===== src/rtl/spi_host.sv =====
`default_nettype none
// ============================================================================
// Module   : spi_host
// Brief    : SPI mode-0 byte host (MSB first) with software chip select.
// Revision : 1.0 - initial release
// ============================================================================
module spi_host #(
   parameter int CKDIV = 2
) (
   input  logic       clock,
   input  logic       reset,
   input  logic       tx,
   input  logic [7:0] d,
   output logic [7:0] q,
   output logic       busy,
   output logic       done,
   input  logic       csWr,
   input  logic       csD,
   output logic       cs,
   output logic       ck,
   output logic       mosi,
   input  logic       miso
);

   typedef enum logic [1:0] {
      IDLE = 2'd0,
      LOW  = 2'd1,
      HIGH = 2'd2
   } state_t;

   localparam logic [7:0] c_div_last = 8'(CKDIV - 1);

   state_t     r_state;
   logic [6:0] r_tx_sh;   // bit 7 goes straight to mosi at load time
   logic [7:0] r_rx_sh;
   logic [2:0] r_bit;
   logic [7:0] r_div;
   logic       w_div_end;

   assign w_div_end = (r_div == c_div_last);

   always_ff @(posedge clock or posedge reset) begin
      if (reset) begin
         r_state <= IDLE;
         r_tx_sh <= 7'd0;
         r_rx_sh <= 8'd0;
         r_bit   <= 3'd0;
         r_div   <= 8'd0;
         q       <= 8'h00;
         busy    <= 1'b0;
         done    <= 1'b0;
         cs      <= 1'b1;
         ck      <= 1'b0;
         mosi    <= 1'b1;
      end else begin
         done <= 1'b0;
         if (csWr) begin
            cs <= csD;
         end
         case (r_state)
            IDLE: begin
               ck   <= 1'b0;
               mosi <= 1'b1;
               busy <= 1'b0;
               // a strobe coinciding with the done pulse belongs to the old transfer
               if (tx && !done) begin
                  r_tx_sh <= d[6:0];
                  mosi    <= d[7];
                  r_bit   <= 3'd0;
                  r_div   <= 8'd0;
                  busy    <= 1'b1;
                  r_state <= LOW;
               end
            end
            LOW: begin
               if (w_div_end) begin
                  ck      <= 1'b1;
                  r_rx_sh <= {r_rx_sh[6:0], miso};
                  r_div   <= 8'd0;
                  r_state <= HIGH;
               end else begin
                  r_div <= r_div + 8'd1;
               end
            end
            HIGH: begin
               if (w_div_end) begin
                  ck    <= 1'b0;
                  r_div <= 8'd0;
                  if (r_bit != 3'd7) begin
                     r_bit   <= r_bit + 3'd1;
                     mosi    <= r_tx_sh[6];
                     r_tx_sh <= {r_tx_sh[5:0], 1'b0};
                     r_state <= LOW;
                  end else begin
                     mosi    <= 1'b1;
                     q       <= r_rx_sh;
                     done    <= 1'b1;
                     busy    <= 1'b0;
                     r_state <= IDLE;
                  end
               end else begin
                  r_div <= r_div + 8'd1;
               end
            end
            default: r_state <= IDLE;
         endcase
      end
   end

endmodule
`default_nettype wire


===== config.mk =====
export PLATFORM = sky130hd
export DESIGN_NAME = spi_host
export DESIGN_NICKNAME = d
export VERILOG_FILES = /design/src/rtl/spi_host.sv
export SDC_FILE = /design/constraint.sdc
export NUM_CORES = 1
export LEC_CHECK = 0
export ABC_AREA = 1
export CAP_MARGIN = 20
export CORE_AREA = 2 2 96 98
export CTS_CLUSTER_SIZE = 10
export DETAILED_ROUTE_END_ITERATION = 10
export DIE_AREA = 0 0 98 100
export PLACE_DENSITY_LB_ADDON = 0.08
export SYNTH_ARGS = -nofsm -noshare
export SYNTH_HDL_FRONTEND = slang
export SYNTH_SLANG_ARGS = --single-unit
export TNS_END_PERCENT = 100

===== constraint.sdc =====
create_clock -name clock -period 3.36 [get_ports clock]
set_clock_uncertainty 0.05 [all_clocks]
set_input_delay 0.672 -clock clock [delete_from_list [all_inputs] [get_ports clock]]
set_output_delay 0.672 -clock clock [all_outputs]
set_load 0.005 [all_outputs]

==> Yosys cells after proc, flatten, opt, wreduce, memory -nomap -nowiden <==
Cells that the tools add are included.
{ "classes": {"reduce_logical": 15, "mux": 30, "n_addsub": 2, "bitwise_logic": 1, "eq_ne": 9} }
{ "op_table": {"columns": ["operator", "n"], "rows": [
  ["$mux W7", 3],
  ["$mux W8", 2],
  ["$pmux W8 S2", 1],
  ["$pmux W7 S2", 1],
  ["$mux W1", 12],
  ["$reduce_and A3 Y1", 4],
  ["$ne A2 B2 Y1 const B", 5],
  ["$mux W3", 3],
  ["$add A8 B1 Y8 const B", 1],
  ["$eq A8 B1 Y1 const B", 1],
  ["$mux W2", 3],
  ["$pmux W2 S3", 1],
  ["$pmux W3 S2", 1],
  ["$reduce_and A2 Y1", 3],
  ["$pmux W1 S2", 2],
  ["$reduce_and A4 Y1", 1],
  ["$reduce_bool A2 Y1", 2],
  ["$add A3 B1 Y3 const B", 1],
  ["$ne A3 B3 Y1 const B", 1],
  ["$pmux W1 S3", 1],
  ["$reduce_bool A3 Y1", 1],
  ["$eq A2 B1 Y1 const B", 1],
  ["$eq A2 B2 Y1 const B", 1],
  ["$logic_not A2 Y1", 1],
  ["other kinds (4)", 4]
]} }
{ "totals": {"input_bits": 14, "regBits": 41, "elab_cells": 68, "out_inout_bits": 13} }

==> Logic depth before layout (Yosys ltp) <==
{ "logic_depth": {"ltp_word": 4, "depth_mapped": 9, "depth_no_buf": 9} }

==> Worst setup path before layout <==
No wires, ideal clock.
{ "synth_timing": {"path_kind": "reg-to-reg", "from": "register r_bit[0]", "to": "register r_bit[0]", "path_stages_with_launch": 7, "t_required_ns": 3.244, "path_slack_ns": 1.780, "t_arrival_ns": 1.464, "setup_ns": 0.066, "n_path_buf": 1, "synth_period_minus_slack_ns": 1.580, "cell_sequence": "dfrtp_1 ha_1 ha_1 a21oi_1 clkbuf_1 nand3_1 nand2_1"} }
{ "synth_between": {"elab_chain_cells": 4, "elab_cells_between_ends": 7, "cone_classes": "1 x add/sub; 2 x eq/ne; 3 x mux; 1 x reduce/logical"} }
{ "synth_lines": {"columns": ["item", "line", "rtl"], "rows": [
  ["start, declared", "36", "logic [2:0] r_bit;"],
  ["start signal, assigned", "90", "r_bit <= r_bit + 3'd1;"],
  ["$add A3 B1 Y3", "90", null],
  ["$mux W3", "89", "if (r_bit != 3'd7) begin"],
  ["$mux W3", "86", "if (w_div_end) begin"],
  ["$pmux W3 S2", "60", "case (r_state)"]
]} }
Several ways; a longest one is shown, not always the timed one. The select of a mux whose other input is x is not followed.
A chain may end at the register's enable or synchronous reset.

==> Worst setup path in the final report <==
{ "layout_timing": {"from": "register mosi", "to": "output mosi"} }
{ "layout_lines": {"columns": ["item", "line", "rtl"], "rows": [
  ["start, declared", "21", "output logic mosi,"],
  ["start signal, assigned", "68", "mosi <= d[7];"],
  ["start signal, assigned", "91", "mosi <= r_tx_sh[6];"]
]} }
No word-level cell between the ends.

==> metrics <==
status=completed; critical path data arrival time=1330 ps; Power Dens Cells=697 mW/mm2; CTS root buf=clkbuf_8; Mapped Cells=257; GRT overflow=0; commonest non-fill, non-tap cell in the layout=nand2_1; Resized Gates After CTS=0; worst hold path type=reg -> reg; TritonRoute pass-1 iters=4; setup_tns=0 ps; CP Cell Sequence=clkdlybuf4s50_1; Detailed Route WL=4710 um; Post-CTS Setup Bufs=0; via/cell ratio=4.12; die area=0.00980 mm2; YS warnings=0; Seq pwr share=39.0%; gr usage total=10.4%; clock sink count=41; Comb pwr share=38.0%; Placed Instance Area=0.00250 mm2; Worst-Margin Slew=550 ps; Final setup viols=0; Post-Syn Area=0.00213 mm2; Worst path top cell family by delay=flip-flops; HPWL after detailed placement=3150 um; period utilization=61.0%; Worst-Skew Late Latency=300 ps; Site Rows=35; pin count of the biggest net entering global routing=42; Synth Register Bits=41; Fin. Hold Viols=0; Max FO, Critical Path=2; clock slew at reported path FFs=90 ps; switching power=723 uW; post-route ant nets=0; unrepaired setup endpoints after global routing=false; crit path kind=reg -> out; IO Port Bufs=26; Critical Path RT=2640 ps; Routed wire per std cell=11.8 um; layout cells sized above 1=10.8%; fin. max-slew vios=0; Worst Slack Setup Final=1310 ps; Bufs and invs on worst path=1; internal power=1100 uW; overall power=1820 uW; synthesized area per cell=8.29 um2; # diodes=0; DRC Markers=0; CTS buffer count=5; syn_nets=281; Startpoint Class=flip-flop; # IOs=27; Clock power frac=23.0%; leakage power=0.00129 uW; via count=1639; fin crit period=2050 ps; DP Worst Slack=1280 ps; nets@finish=310; initial core utilization=24.0%; drt first-iter violations=85; Peak Freq=488 MHz; highest-count cells in the layout ignoring fill and taps=90 x nand2_1, 39 x dfrtp_1, 26 x inv_1, 26 x clkdlybuf4s50_1, 24 x nand3_1; number of max-cap violations=0; number of global-route vias before repair=1665; Slew headroom=63.3%; antenna violations before repair=0; first-pass GRT wire length=8220 um; IR Drop Worst-Case VDD=0.192 mV; Routability Congestion=0.739; fin area=0.00261 mm2; hold_buf cts=0; worst-case clock buffer depth=2; Worst setup EP type=output pin; CTS tree=done; Netlist cell types=25; CP peak stage delay=540 ps; htree depth=2; CP max stage cell=dfstp_2; Layout Area Growth over Synthesis=22.6%; Die Width=98 um; switching part of the total=39.7%; core area=0.00889 mm2; Die H=100 um; sequential share of the synthesized area=48.3%
power groups by stage:
| stage | clock network, uW | logic [uW] | registers [uW] |
|---|---|---|---|
| after floorplan | 0 | 529 | 700 |
| after global placement | 0 | 706 | 724 |
| after detailed placement | 0 | 705 | 721 |
| after CTS | 443 | 710 | 712 |
| after global routing | 458 | 806 | 731 |
| final | 419 | 691 | 710 |
logic make-up (layout without fill, tap and decap cells):
kind of cell / Yosys count / count (layout) / synth area share (%)
and+or+nand+nor: 137 / 137 / 28.2
buffers and inverters: 37 / 67 / 8.05
AOI/OAI and AO/OA: 29 / 29 / 8.23
adders and majority gates: 10 / 10 / 5.88
xor gates and xnor gates: 2 / 2 / 0.823
DFF: 41 / 41 / 48.3
muxes: 1 / 1 / 0.529
stage by stage:
stage / std cells / utilization [%] / hold WS [ps]
floorplan: 257 / - / 392
global placement: 390 / 28.1 / 410
detailed placement: 390 / 28.1 / 409
CTS: 398 / 29.4 / 431
global route: 398 / 29.4 / 459
finish: 398 / 29.4 / 430
final timing paths:
kind	from	end	slack, ps	depth (start not counted)
worst min-delay path	r_tx_sh[4]	r_tx_sh[4]	430	2
max in group asynchronous	reset	r_div[2]	2120	3
worst min register to register	r_tx_sh[4]	r_tx_sh[4]	430	2
worst max register to register	r_state[0]	r_tx_sh[1]	1400	8
worst max-delay path	mosi	mosi	1310	1
min in group asynchronous	reset	q[1]	750	3
cells in the mapped netlist:
| cell | n | area [um2] |
|---|---|---|
| nand3_4 | 1 | 17.5 |
| nand2_1 | 90 | 338 |
| o21ai_1 | 7 | 35.0 |
| nor2_1 | 10 | 37.5 |
| clkbuf_1 | 2 | 7.51 |
| nand3_1 | 24 | 120 |
| o21ai_0 | 12 | 60.1 |
| inv_1 | 27 | 101 |
| a21oi_1 | 2 | 10.0 |
| dfstp_2 | 2 | 52.6 |
| dfrtp_1 | 39 | 976 |
| buf_2 | 2 | 10.0 |
| o21ai_2 | 7 | 61.3 |
| nand2_2 | 3 | 18.8 |
| mux2_2 | 1 | 11.3 |
| buf_6 | 4 | 45.0 |
| nand4_1 | 5 | 31.3 |
| xor2_1 | 2 | 17.5 |
| nor3_1 | 1 | 5.00 |
| inv_2 | 1 | 3.75 |
| ha_1 | 10 | 125 |
| a21oi_2 | 1 | 8.76 |
| nand3_2 | 1 | 10.0 |
| clkinv_1 | 1 | 3.75 |
| nor2_4 | 2 | 22.5 |
tightest hold or removal path, delay by kind of cell (launching register included):
| kind | cells | cell delay [ps] |
|---|---|---|
| DFF | 1 | 350 |
| and+or+nand+nor | 2 | 100 |
routing by layer:
metal,up-vias,part of all wire (%),track usage [%]
li1,872,-,-
met1,742,53,14.2
met2,21,43,16.1
met3,4,3.3,2.99
met4,0,1.1,3.21
met5,-,0,0
state kept, by name, indices dropped and copies added, names as in the netlist:
name     cells
busy         1
q            8
r_state      2
mosi         1
cs           1
r_div        8
r_bit        3
ck           1
r_rx_sh      8
r_tx_sh      7
done         1
final cells by class:
cell class / instances / area [um2]
sequential: 41 / 1030
inverter: 29 / 109
timing repair buffer: 30 / 290
tap: 111 / 139
multi-input combinational: 179 / 930
fill: 948 / 6280
clock inverter: 3 / 46.3
clock buffer: 5 / 68.8
No activity file was read; power rests on OpenSTA's default activity.
